## src/rtl/whac_game_ctrl.sv

```systemverilog
// Game-level sequencer for the whack-a-mole core: round control, BCD countdown,
// high-score tracking and the pseudo-random mole position source.
module whac_game_ctrl #(
  parameter int unsigned    TICKS_PER_SEC = 1000000,
  parameter int unsigned    GAME_TENS     = 3,
  parameter int unsigned    GAME_ONES     = 0,
  parameter logic [15:0]    LFSR_SEED     = 16'hACE1
) (
  input  logic       clk_1us,
  input  logic       reset,
  input  logic       start,
  input  logic [3:0] score_BCD1,
  input  logic [3:0] score_BCD0,
  output logic       timesup,
  output logic [3:0] random,
  output logic       core_reset_n,
  output logic       playing,
  output logic [3:0] time_BCD1,
  output logic [3:0] time_BCD0,
  output logic [3:0] high_BCD1,
  output logic [3:0] high_BCD0
);

  typedef enum logic [1:0] {IDLE, ARM, PLAY, OVER} state_t;

  localparam logic [19:0] TICK_MAX  = 20'(TICKS_PER_SEC - 1);
  localparam logic [3:0]  LOAD_TENS = 4'(GAME_TENS);
  localparam logic [3:0]  LOAD_ONES = 4'(GAME_ONES);

  state_t      state;
  logic [19:0] tick;
  logic [15:0] lfsr;
  logic        start_q;
  logic        start_pulse;
  logic        lfsr_fb;

  // start_q resets high so a button held through reset cannot start a game.
  assign start_pulse  = start & ~start_q;
  assign lfsr_fb      = lfsr[15] ^ lfsr[13] ^ lfsr[12] ^ lfsr[10];
  assign random       = lfsr[3:0];
  assign timesup      = (state != PLAY);
  assign playing      = (state == PLAY);
  assign core_reset_n = ~(reset | (state == ARM));

  always_ff @(posedge clk_1us) begin
    if (reset) begin
      state     <= IDLE;
      time_BCD1 <= LOAD_TENS;
      time_BCD0 <= LOAD_ONES;
      tick      <= '0;
      high_BCD1 <= 4'd0;
      high_BCD0 <= 4'd0;
      lfsr      <= LFSR_SEED;
      start_q   <= 1'b1;
    end else begin
      start_q <= start;
      lfsr    <= {lfsr[14:0], lfsr_fb};

      case (state)
        IDLE: begin
          if (start_pulse) state <= ARM;
        end

        ARM: begin
          time_BCD1 <= LOAD_TENS;
          time_BCD0 <= LOAD_ONES;
          tick      <= '0;
          state     <= PLAY;
        end

        // The final second ends the round on the same edge the display hits 00.
        PLAY: begin
          if (tick == TICK_MAX) begin
            tick <= '0;
            if (time_BCD1 == 4'd0 && time_BCD0 == 4'd1) begin
              time_BCD0 <= 4'd0;
              state     <= OVER;
            end else if (time_BCD1 == 4'd0 && time_BCD0 == 4'd0) begin
              state <= OVER;
            end else if (time_BCD0 == 4'd0) begin
              time_BCD0 <= 4'd9;
              time_BCD1 <= time_BCD1 - 4'd1;
            end else begin
              time_BCD0 <= time_BCD0 - 4'd1;
            end
          end else begin
            tick <= tick + 20'd1;
          end
        end

        // Score is frozen here, so plain 8-bit compare of the BCD pair is safe.
        OVER: begin
          time_BCD1 <= 4'd0;
          time_BCD0 <= 4'd0;
          if ({score_BCD1, score_BCD0} > {high_BCD1, high_BCD0}) begin
            high_BCD1 <= score_BCD1;
            high_BCD0 <= score_BCD0;
          end
          if (start_pulse) state <= ARM;
        end

        default: state <= IDLE;
      endcase
    end
  end

endmodule

```

## config.mk

```make
export PLATFORM = sky130hd
export DESIGN_NAME = whac_game_ctrl
export DESIGN_NICKNAME = d
export VERILOG_FILES = /design/src/rtl/whac_game_ctrl.sv
export SDC_FILE = /design/constraint.sdc
export NUM_CORES = 1
export LEC_CHECK = 0
export ABC_AREA = 1
export CAP_MARGIN = 20
export CELL_PAD_IN_SITES_DETAIL_PLACEMENT = 1
export CELL_PAD_IN_SITES_GLOBAL_PLACEMENT = 1
export CORE_ASPECT_RATIO = 1.25
export CORE_MARGIN = 2
export CORE_UTILIZATION = 36
export CTS_CLUSTER_DIAMETER = 80
export DETAILED_ROUTE_END_ITERATION = 16
export PLACE_DENSITY = 0.81
export RECOVER_POWER = 100
export SYNTH_ARGS = -nofsm -noshare
export SYNTH_HDL_FRONTEND = slang
export SYNTH_SLANG_ARGS = --single-unit
```

## constraint.sdc

```tcl
create_clock -name clk_1us -period 1.8 [get_ports clk_1us]
set_input_delay 0.27 -clock clk_1us [delete_from_list [all_inputs] [get_ports clk_1us]]
set_output_delay 0.27 -clock clk_1us [all_outputs]
set_load 0.01 [all_outputs]
```

Yosys cells after proc, flatten, opt, wreduce, memory -nomap -nowiden
Index checks and enable logic that the tools add are counted.
Widths: inputs -> output; s select.
{"block": "word_totals", "register_bits": 55, "in_bits": 11}
{"block": "classes", "n_addsub": 3, "n_reduce_logical": 14, "muxes": 17, "magnitude_cmp": 1, "n_eq_ne": 13, "n_bitwise": 7}
{"operator": "$pmux 20 s2", "count": 1}
{"operator": "$mux 4", "count": 8}
{"operator": "$add 20x1->20 const B", "count": 1}
{"operator": "$eq 20x20->1 const B", "count": 1}
{"operator": "$mux 20", "count": 1}
{"operator": "$pmux 4 s3", "count": 1}
{"operator": "$gt 8x8->1", "count": 1}
{"operator": "$logic_not 4->1", "count": 2}
{"operator": "$mux 2", "count": 4}
{"operator": "$pmux 4 s2", "count": 1}
{"operator": "$sub 4x1->4 const B", "count": 2}
{"operator": "$ne 2x1->1 const B", "count": 3}
{"operator": "$ne 2x2->1 const B", "count": 3}
{"operator": "$pmux 2 s3", "count": 1}
{"operator": "$reduce_and 3->1", "count": 2}
{"operator": "$reduce_and 5->1", "count": 1}
{"operator": "$eq 2x2->1 const B", "count": 2}
{"operator": "$eq 4x1->1 const B", "count": 1}
{"operator": "$reduce_bool 2->1", "count": 2}
{"operator": "$reduce_or 2->1", "count": 2}
{"operator": "$ne 3x1->1 const B", "count": 1}
{"operator": "$ne 3x3->1 const B", "count": 1}
{"operator": "$reduce_bool 3->1", "count": 1}
{"operator": "$xor 1x1->1", "count": 3}
{"operator": "7 further kinds", "count": 9}

Longest topological paths before layout
Gate-level depths: netlist (run 1).
{"block": "depth", "depth_word": 6, "depth_mapped": 12}

Worst setup path before layout (run 1)
OpenSTA, ideal clock, no wires.
{"block": "synth_path", "path_kind": "register -> register", "from": "register state[0]", "to": "register tick[11]", "setup_slack_ns": 0.193, "arrival_time_ns": 1.492, "period_less_slack_ns": 1.607, "path_buffers": 1, "setup_time_ns": 0.115, "path_stages_with_launch": 9, "t_required_ns": 1.685, "cell_sequence": "dfxtp_1 inv_1 ha_1 buf_4 inv_2 nor3_4 nand3_1 o22ai_1 nor2_1"}
{"block": "synth_between", "elab_chain_cells": 2, "word_cells_on_any_way": 4}
{"element": "from (decl)", "line_no": "30", "text": "state_t state;"}
{"element": "from (signal assigned)", "line_no": "47", "text": "state <= IDLE;"}
{"element": "from (signal assigned)", "line_no": "61", "text": "if (start_pulse) state <= ARM;"}
{"element": "from (signal assigned)", "line_no": "68", "text": "state <= PLAY;"}
{"element": "$eq 2x2->1 or $eq 2x1->1 (tied branches)", "line_no": "59", "text": "case (state)"}
{"element": "$pmux 20 s2 or $reduce_bool 2->1 (tied branches)"}
{"element": "to (signal assigned)", "line_no": "87", "text": "tick <= tick + 20'd1;"}
{"element": "to (decl)", "line_no": "31", "text": "logic [19:0] tick;"}
Parallel ways exist; a longest one is shown, timed or not.
A chain may end at the register's enable or synchronous reset.

Final worst setup path (run 1)
{"block": "layout_path", "from": "register state[1]", "to": "register tick[12]"}
The elaborated chain is that of the path after synthesis.

==> metrics.txt, run 1 <==
# TYPE chip_impl_metric gauge
chip_impl_metric{name="layout_min_cycle_time",unit="ns"} 1.73
chip_impl_metric{name="cpPeakStageDelay",unit="ns"} 0.39
chip_impl_metric{name="critical_path_arrival",unit="ns"} 1.95
chip_impl_info{name="critical_path.endpoint_type",value="flip-flop"} 1
chip_impl_metric{name="total_power",unit="uW"} 3600
chip_impl_metric{name="multiInputGateArea",unit="um2"} 1470
chip_impl_metric{name="placed_cells_incl_taps",unit=""} 504
chip_impl_info{name="critical_path_slowest_stage_cell",value="sky130_fd_sc_hd__dfxtp_4"} 1
chip_impl_metric{name="remaining_drc_errors",unit=""} 0
chip_impl_metric{name="io_pins",unit=""} 34
chip_impl_metric{name="die_w",unit="um"} 83.0
chip_impl_info{name="outcome",value="complete, no violations"} 1
chip_impl_metric{name="remaining_antenna_violation_count_after_routing",unit=""} 0
chip_impl_metric{name="synthCells",unit=""} 373
chip_impl_metric{name="total_global_route_track_usage",unit=""} 0.156
chip_impl_metric{name="sum_of_negative_setup_slack",unit="ns"} 0
chip_impl_metric{name="post_synthesis_net_count",unit=""} 401
chip_impl_metric{name="antenna_violations_before_repair",unit=""} 0
chip_impl_metric{name="tritoncts_num_sinks",unit=""} 55
chip_impl_metric{name="grt_first_pass_wirelength",unit="mm"} 11.2
chip_impl_metric{name="place_hpwl",unit="mm"} 5.02
chip_impl_metric{name="gp_congestion",unit=""} 0.822
chip_impl_metric{name="min_period_over_period",unit=""} 0.961
chip_impl_metric{name="non_filler_cells_final",unit=""} 513
chip_impl_metric{name="final_slew_violations",unit=""} 0
chip_impl_info{name="path_common_cell",value="sky130_fd_sc_hd__inv_1"} 1
chip_impl_metric{name="cts_hold_buffers",unit=""} 0
chip_impl_info{name="path_cells",value="inv_1, ha_4, nand2_1, inv_1, nand4_4, nor2_4, buf_4, xor2_1, nor2_1"} 1
chip_impl_metric{name="design.core.area",unit="um2"} 7660
chip_impl_metric{name="design.final.nets",unit=""} 445
chip_impl_metric{name="p_leak",unit="uW"} 0.00143
chip_impl_metric{name="cts.reportedPaths.clkPinSlew",unit="ns"} 0.11
chip_impl_metric{name="worst-slew-pin-transition",unit="ns"} 0.356
chip_impl_metric{name="antenna-diode-count",unit=""} 0
chip_impl_info{name="critPathKind",value="reg -> reg"} 1
chip_impl_info{name="hold_path.startpoint",value="lfsr[9]$_SDFF_PP0_"} 1
chip_impl_metric{name="routed_wirelength",unit="mm"} 6.52
chip_impl_metric{name="numPortBuffers",unit=""} 33
chip_impl_metric{name="clock_insertion_delay_worst_skew",unit="ns"} 0.32
chip_impl_info{name="grt_setup_unrepaired",value="true"} 1
chip_impl_metric{name="utilization",unit=""} 0.452
chip_impl_info{name="mostFrequentLayoutCell",value="sky130_fd_sc_hd__nand2_1"} 1
chip_impl_metric{name="slew_headroom",unit=""} 0.760
chip_impl_metric{name="layout.filler_cells",unit=""} 964
chip_impl_metric{name="layout_stage_area_growth_over_the_synthesis_result",unit="%"} 23.3
chip_impl_metric{name="setup.reg_to_reg.worst_slack",unit="ns"} 0.07
chip_impl_metric{name="detail_route.vias_per_cell",unit=""} 4.80
chip_impl_metric{name="start_util",unit=""} 0.366
chip_impl_metric{name="skew",unit="ns"} 0.0132
chip_impl_metric{name="worst-path-buf-inv",unit=""} 3
chip_impl_metric{name="vdd.ir_drop.worst",unit="uV"} 406
chip_impl_info{name="tritoncts",value="built"} 1
chip_impl_metric{name="route.detailed.wl_per_inst",unit="um"} 12.7
chip_impl_metric{name="synth.cell_area",unit="um2"} 2810
chip_impl_metric{name="final_hold_vios",unit=""} 0
chip_impl_info{name="final_cell_mix",value="64 x sky130_fd_sc_hd__nand2_1, 52 x sky130_fd_sc_hd__nor2_1, 51 x sky130_fd_sc_hd__dfxtp_1"} 1
chip_impl_metric{name="flip_flop_and_latch_count_after_synthesis",unit=""} 55
chip_impl_info{name="cpLargestDelayFamily",value="simple AND/OR/NAND/NOR gates"} 1
chip_impl_metric{name="dpl_worst_slack",unit="ns"} -0.197
chip_impl_metric{name="finalSetupViolCount",unit=""} 0
chip_impl_metric{name="max_freq",unit="GHz"} 0.578
chip_impl_metric{name="grt_pass1_vias",unit=""} 2539
chip_impl_metric{name="synth.yosys.seq_area_share",unit=""} 0.393
chip_impl_metric{name="fin_ws",unit="ns"} 0.0705
chip_impl_metric{name="grt_start_max_net_pins",unit=""} 33
chip_impl_metric{name="worst_ep_required_time",unit="ns"} 2.02
chip_impl_info{name="critical_path.reg2reg.startpoint",value="state[1]$_SDFFE_PP0P_"} 1
chip_impl_info{name="cts-root-buf",value="sky130_fd_sc_hd__clkbuf_8"} 1
chip_impl_metric{name="placement_rows",unit=""} 36
chip_impl_metric{name="detail_route.first_pass.iterations",unit=""} 4
chip_impl_metric{name="htree_levels",unit=""} 2
chip_impl_info{name="hold_path_class",value="reg -> reg"} 1
chip_impl_metric{name="area.sequential",unit="um2"} 1110
chip_impl_info{name="startpoint",value="state[1]$_SDFFE_PP0P_"} 1
chip_impl_metric{name="grt-ovfl-total",unit=""} 0
chip_impl_metric{name="syn-mean-instance-area",unit="um2"} 7.52
chip_impl_metric{name="number_of_buffers_added_by_the_clock_tree_synthesis_step",unit=""} 5
chip_impl_metric{name="synth_warnings",unit=""} 0
chip_impl_metric{name="die-area",unit="um2"} 8520
chip_impl_info{name="setup.worst_path.start_class",value="flip-flop"} 1
chip_impl_metric{name="yosysUniqueCellTypes",unit=""} 32
chip_impl_metric{name="max_cap_violations",unit=""} 0
chip_impl_metric{name="first_iter_violations",unit=""} 89
chip_impl_metric{name="vias",unit=""} 2461
chip_impl_metric{name="worstPathMaxFanout",unit=""} 5
chip_impl_metric{name="floorplan.die.height",unit="um"} 103
chip_impl_metric{name="clock_path_buffers",unit=""} 2
chip_impl_metric{name="fraction_of_layout_instances_using_a_drive_strength_above_1",unit=""} 0.158
chip_impl_metric{name="p_per_area",unit="nW/um2"} 1040
## what timing repair did
item / 4_1_cts / 5_1_grt
setup buffers: 0 / 1
resized for setup: 7 / 13
setup endpoints to repair: 4 / 18
hold endpoints to repair: 0 / 0
pin swaps: 0 / 1
## sequential cells by signal, summed over array words and instances, names as in the netlist
register,count
tick,20
lfsr,16
high_BCD0,4
high_BCD1,4
time_BCD0,4
time_BCD1,4
state,2
start_q,1
## worst reg2reg max path, stage by stage (launching register included)
cell and delay [ns]:
sky130_fd_sc_hd__dfxtp_4 0.39, sky130_fd_sc_hd__inv_1 0.09, sky130_fd_sc_hd__ha_4 0.31, sky130_fd_sc_hd__nand2_1 0.06
sky130_fd_sc_hd__inv_1 0.11, sky130_fd_sc_hd__nand4_4 0.14, sky130_fd_sc_hd__nor2_4 0.18, sky130_fd_sc_hd__buf_4 0.13
sky130_fd_sc_hd__xor2_1 0.16, sky130_fd_sc_hd__nor2_1 0.05
## final cells by class
| class | count | area share |
|---|---|---|
| clock buffers | 5 | 0.0199 |
| clock inverters | 3 | 0.00796 |
| flip-flops and latches | 55 | 0.321 |
| inverters | 53 | 0.0575 |
| well taps | 95 | 0.0344 |
| multi-input cells | 254 | 0.424 |
| repair buffers | 48 | 0.135 |
## path summary, 6_finish.rpt
| kind | end | cells after the start |
|---|---|---|
| setup / recovery | tick[12]$_SDFFE_PP0P_ | 9 |
| hold / removal | lfsr[10]$_SDFF_PP1_ | 1 |
| setup reg to reg | tick[12]$_SDFFE_PP0P_ | 9 |
| hold reg to reg | lfsr[10]$_SDFF_PP1_ | 1 |
## report_power, final
part / total (uW) / internal (uW) / switching, uW / leakage (uW)
clock network: 744 / 290 / 455 / 0.0000467
logic: 1430 / 617 / 815 / 0.000931
registers: 1430 / 1330 / 94.8 / 0.000452
## kinds of logic (layout without fill, tap and decap cells)
| family | after synthesis | count (layout) | share of synthesized area |
|---|---|---|---|
| DFF | 55 | 55 | 0.393 |
| and+or+nand+nor | 183 | 183 | 0.306 |
| buffers and inverters | 64 | 109 | 0.101 |
| xor gates and xnor gates | 16 | 16 | 0.0500 |
| adders and majority gates | 17 | 17 | 0.0758 |
| AOI/OAI and AO/OA | 38 | 38 | 0.0745 |
## metal layers
metal  vias to the layer above  wire, um  track usage
li1                       1255         -            -
met1                      1163      2680        0.168
met2                        31      3580        0.313
met3                        12       133       0.0224
met4                         0       130       0.0517
met5                         -         0            0
## stage by stage
stage | instance area (um2) | hold WS (ns)
detailed placement | 3300 | 0.400
CTS | 3410 | 0.417
global route | 3460 | 0.435
global placement | 3300 | 0.395
floorplan | 2810 | 0.371
finish | 3460 | 0.408
## synth_stat cells
cell,number,share of area
sky130_fd_sc_hd__o21ai_1,2,0.0036
sky130_fd_sc_hd__nand3_1,27,0.048
sky130_fd_sc_hd__nor2_4,1,0.0040
sky130_fd_sc_hd__ha_1,17,0.076
sky130_fd_sc_hd__nand3_4,1,0.0062
sky130_fd_sc_hd__a211oi_1,1,0.0027
sky130_fd_sc_hd__nand2_4,2,0.0080
sky130_fd_sc_hd__dfxtp_1,55,0.39
sky130_fd_sc_hd__clkbuf_1,3,0.0040
sky130_fd_sc_hd__nand3_2,1,0.0036
sky130_fd_sc_hd__nor2_2,8,0.018
sky130_fd_sc_hd__nand4_2,1,0.0045
sky130_fd_sc_hd__nor2_1,53,0.071
sky130_fd_sc_hd__o21a_1,4,0.011
sky130_fd_sc_hd__nand2_2,4,0.0089
sky130_fd_sc_hd__nor3_4,1,0.0058
sky130_fd_sc_hd__buf_4,7,0.019
sky130_fd_sc_hd__inv_2,2,0.0027
sky130_fd_sc_hd__a21oi_2,1,0.0031
sky130_fd_sc_hd__inv_1,51,0.068
sky130_fd_sc_hd__buf_12,1,0.0071
sky130_fd_sc_hd__nand4_1,3,0.0067
sky130_fd_sc_hd__o21ai_0,4,0.0071
sky130_fd_sc_hd__nor3b_1,1,0.0027
sky130_fd_sc_hd__xnor2_1,5,0.016
sky130_fd_sc_hd__nor3_2,1,0.0036
sky130_fd_sc_hd__o22ai_1,2,0.0045
sky130_fd_sc_hd__or2_2,8,0.018
sky130_fd_sc_hd__nor3_1,6,0.011
sky130_fd_sc_hd__a21oi_1,24,0.043
sky130_fd_sc_hd__nand2_1,65,0.087
sky130_fd_sc_hd__xor2_1,11,0.034
(Power assumes the default switching activity.)
==> run 2: changes to the inputs <==
--- a/config.mk
+++ b/config.mk
@@ -15,7 +15,6 @@
 export CTS_CLUSTER_DIAMETER = 80
 export DETAILED_ROUTE_END_ITERATION = 16
 export PLACE_DENSITY = 0.81
-export RECOVER_POWER = 100
 export SYNTH_ARGS = -nofsm -noshare
 export SYNTH_HDL_FRONTEND = slang
 export SYNTH_SLANG_ARGS = --single-unit
==> constraint.sdc (replaced) <==
create_clock -name clk_1us -period 2.05 [get_ports clk_1us]
set_input_delay 0.3075 -clock clk_1us [delete_from_list [all_inputs] [get_ports clk_1us]]
set_output_delay 0.3075 -clock clk_1us [all_outputs]
set_load 0.01 [all_outputs]
==> run 2 against run 1 <==
  * First-iteration DRC count shrank 36%
  * Clock power shrank 15%
  * Sequential power shrank 13%
  * Combinational power shrank 17%
  * Count of clock-buffer cells in the layout is the same
  * Routed wire length shrank 5.0%
  * Register-to-register slack gained 0.20 ns
  * Largest cell class unchanged
==> metrics.txt, run 2 (synthesized netlist as in run 1, its figures left out) <==
# TYPE chip_impl_metric gauge
chip_impl_metric{name="first_iter_violations",unit=""} 57
chip_impl_metric{name="total_global_route_track_usage",unit=""} 0.152
chip_impl_metric{name="die-area",unit="um2"} 8520
chip_impl_metric{name="remaining_drc_errors",unit=""} 0
chip_impl_info{name="grt_setup_unrepaired",value="false"} 1
chip_impl_metric{name="place_hpwl",unit="mm"} 4.87
chip_impl_info{name="critical_path.endpoint_type",value="output pin"} 1
chip_impl_info{name="final_cell_mix",value="65 x sky130_fd_sc_hd__nand2_1, 53 x sky130_fd_sc_hd__nor2_1, 53 x sky130_fd_sc_hd__dfxtp_1"} 1
chip_impl_metric{name="tritoncts_num_sinks",unit=""} 55
chip_impl_metric{name="die_w",unit="um"} 83.0
chip_impl_metric{name="grt_first_pass_wirelength",unit="mm"} 10.8
chip_impl_metric{name="start_util",unit=""} 0.366
chip_impl_info{name="cts-root-buf",value="sky130_fd_sc_hd__clkbuf_8"} 1
chip_impl_metric{name="htree_levels",unit=""} 2
chip_impl_metric{name="p_per_area",unit="nW/um2"} 917
chip_impl_metric{name="route.detailed.wl_per_inst",unit="um"} 12.2
chip_impl_metric{name="critical_path_arrival",unit="ns"} 1.60
chip_impl_metric{name="placed_cells_incl_taps",unit=""} 498
chip_impl_metric{name="worst_ep_required_time",unit="ns"} 1.74
chip_impl_metric{name="grt_start_max_net_pins",unit=""} 33
chip_impl_metric{name="layout_stage_area_growth_over_the_synthesis_result",unit="%"} 19.7
chip_impl_metric{name="design.core.area",unit="um2"} 7660
chip_impl_metric{name="layout.filler_cells",unit=""} 964
chip_impl_metric{name="fraction_of_layout_instances_using_a_drive_strength_above_1",unit=""} 0.127
chip_impl_metric{name="dpl_worst_slack",unit="ns"} 0.0253
chip_impl_metric{name="cts.reportedPaths.clkPinSlew",unit="ns"} 0.11
chip_impl_metric{name="final_slew_violations",unit=""} 0
chip_impl_metric{name="flip_flop_count_of_the_largest_register_after_layout",unit=""} 20
chip_impl_metric{name="antenna-diode-count",unit=""} 0
chip_impl_metric{name="placement_rows",unit=""} 36
chip_impl_metric{name="floorplan.die.height",unit="um"} 103
chip_impl_metric{name="max_freq",unit="GHz"} 0.525
chip_impl_metric{name="worst-slew-pin-transition",unit="ns"} 0.373
chip_impl_info{name="largest_registers",value="tick (20), lfsr (16)"} 1
chip_impl_info{name="critical_path_slowest_stage_cell",value="sky130_fd_sc_hd__clkdlybuf4s50_1"} 1
chip_impl_metric{name="clock_path_buffers",unit=""} 2
chip_impl_metric{name="grt-ovfl-total",unit=""} 0
chip_impl_info{name="path_cells",value="inv_2, ha_4, buf_4, clkdlybuf4s50_1"} 1
chip_impl_metric{name="worstPathMaxFanout",unit=""} 4
chip_impl_metric{name="clock_insertion_delay_worst_skew",unit="ns"} 0.32
chip_impl_metric{name="layout_min_cycle_time",unit="ns"} 1.90
chip_impl_metric{name="grt_pass1_vias",unit=""} 2467
chip_impl_metric{name="setup.reg_to_reg.worst_slack",unit="ns"} 0.27
chip_impl_info{name="startpoint",value="state[0]$_SDFFE_PP0P_"} 1
chip_impl_metric{name="io_pins",unit=""} 34
chip_impl_metric{name="detail_route.first_pass.iterations",unit=""} 4
chip_impl_metric{name="design.final.nets",unit=""} 438
chip_impl_metric{name="max_cap_violations",unit=""} 0
chip_impl_metric{name="final_hold_vios",unit=""} 0
chip_impl_info{name="hold_path_class",value="reg -> reg"} 1
chip_impl_metric{name="min_period_over_period",unit=""} 0.929
chip_impl_info{name="mostFrequentLayoutCell",value="sky130_fd_sc_hd__nand2_1"} 1
chip_impl_info{name="tritoncts",value="built"} 1
chip_impl_metric{name="skew",unit="ns"} 0.0109
chip_impl_metric{name="routed_wirelength",unit="mm"} 6.19
chip_impl_info{name="setup.worst_path.start_class",value="flip-flop"} 1
chip_impl_metric{name="numPortBuffers",unit=""} 33
chip_impl_metric{name="timing.hold.ws",unit="ns"} 0.413
chip_impl_metric{name="slew_headroom",unit=""} 0.751
chip_impl_metric{name="cpPeakStageDelay",unit="ns"} 0.52
chip_impl_info{name="cpLargestDelayFamily",value="buffers and inverters"} 1
chip_impl_metric{name="fin_ws",unit="ns"} 0.145
chip_impl_info{name="hold_path.startpoint",value="lfsr[9]$_SDFF_PP0_"} 1
chip_impl_metric{name="number_of_buffers_added_by_the_clock_tree_synthesis_step",unit=""} 5
chip_impl_info{name="critPathKind",value="reg -> out"} 1
chip_impl_metric{name="finalSetupViolCount",unit=""} 0
chip_impl_info{name="outcome",value="complete, no violations"} 1
chip_impl_metric{name="non_filler_cells_final",unit=""} 506
chip_impl_metric{name="p_leak",unit="uW"} 0.00138
chip_impl_metric{name="detail_route.vias_per_cell",unit=""} 4.78
chip_impl_metric{name="vias",unit=""} 2417
chip_impl_metric{name="gp_congestion",unit=""} 0.801
chip_impl_metric{name="antenna_violations_before_repair",unit=""} 0
chip_impl_metric{name="sum_of_negative_setup_slack",unit="ns"} 0
chip_impl_metric{name="vdd.ir_drop.worst",unit="uV"} 341
chip_impl_info{name="largest-register",value="tick"} 1
chip_impl_info{name="critical_path.reg2reg.startpoint",value="state[1]$_SDFFE_PP0P_"} 1
chip_impl_metric{name="total_power",unit="uW"} 3080
chip_impl_metric{name="worst-path-buf-inv",unit=""} 3
chip_impl_metric{name="remaining_antenna_violation_count_after_routing",unit=""} 0
## run 2: cell types whose count changed in the layout (fill, tap and decap cells not counted), moves of 2 or more
cell                              previous run  this run
sky130_fd_sc_hd__buf_4                      13         7
sky130_fd_sc_hd__clkdlybuf4s50_1            29        32
sky130_fd_sc_hd__a21oi_2                     3         1
sky130_fd_sc_hd__a21oi_1                    22        24
sky130_fd_sc_hd__dlygate4sd2_1               2         0
sky130_fd_sc_hd__dfxtp_1                    51        53
## run 2: area by class of cell
cell class	instances	area (um2)	share of cell area
multi-input combinational	254	1430	0.427
tap	95	119	0.0354
clock inverter	3	27.5	0.00820
sequential	55	1100	0.329
timing repair buffer	41	405	0.121
inverter	53	199	0.0593
clock buffer	5	68.8	0.0205
## run 2: what timing repair did
item / 4_1_cts / 5_1_grt
gates resized for setup: 3 / 4
hold endpoints to repair: 0 / 0
hold buffers: 0 / 0
buffers inserted: 0 / 0
setup endpoints to repair: 1 / 2
pin swaps: 0 / 0
## run 2: power by group
group / switching (uW) / internal, uW
sequential: 84.5 / 1170
clock: 382 / 252
combinational: 688 / 505
## run 2: worst reg2reg max path: stages, from the launching register on
cell and delay [ns]:
sky130_fd_sc_hd__dfxtp_2 0.38, sky130_fd_sc_hd__inv_1 0.09, sky130_fd_sc_hd__ha_1 0.38, sky130_fd_sc_hd__nand2_1 0.09, sky130_fd_sc_hd__inv_1 0.10, sky130_fd_sc_hd__nand4_2 0.16
sky130_fd_sc_hd__nor2_4 0.18, sky130_fd_sc_hd__nand2_1 0.09, sky130_fd_sc_hd__xor2_1 0.17, sky130_fd_sc_hd__nor2_2 0.04
## run 2: per-layer routing
layer	up-vias	wire [um]	track usage
met1	1142	2610	0.168
met2	30	3330	0.293
met5	-	0	0
met3	8	139	0.0256
met4	0	102	0.0517
li1	1237	-	-
## run 2: metrics by stage
| step | utilization | area (um2) |
|---|---|---|
| 2_1_floorplan | - | 2810 |
| 3_3_place_gp | 0.424 | 3240 |
| 3_5_place_dp | 0.424 | 3240 |
| 4_1_cts | 0.437 | 3340 |
| 5_1_grt | 0.438 | 3360 |
| 6_report | 0.438 | 3360 |
## run 2: path summary, 6_finish.rpt
kind                                         endpoint  cells after the start
worst max-delay path                          playing                      4
worst min-delay path              lfsr[10]$_SDFF_PP1_                      1
worst max register to register  tick[16]$_SDFFE_PP0P_                      9
worst min register to register    lfsr[10]$_SDFF_PP1_                      1
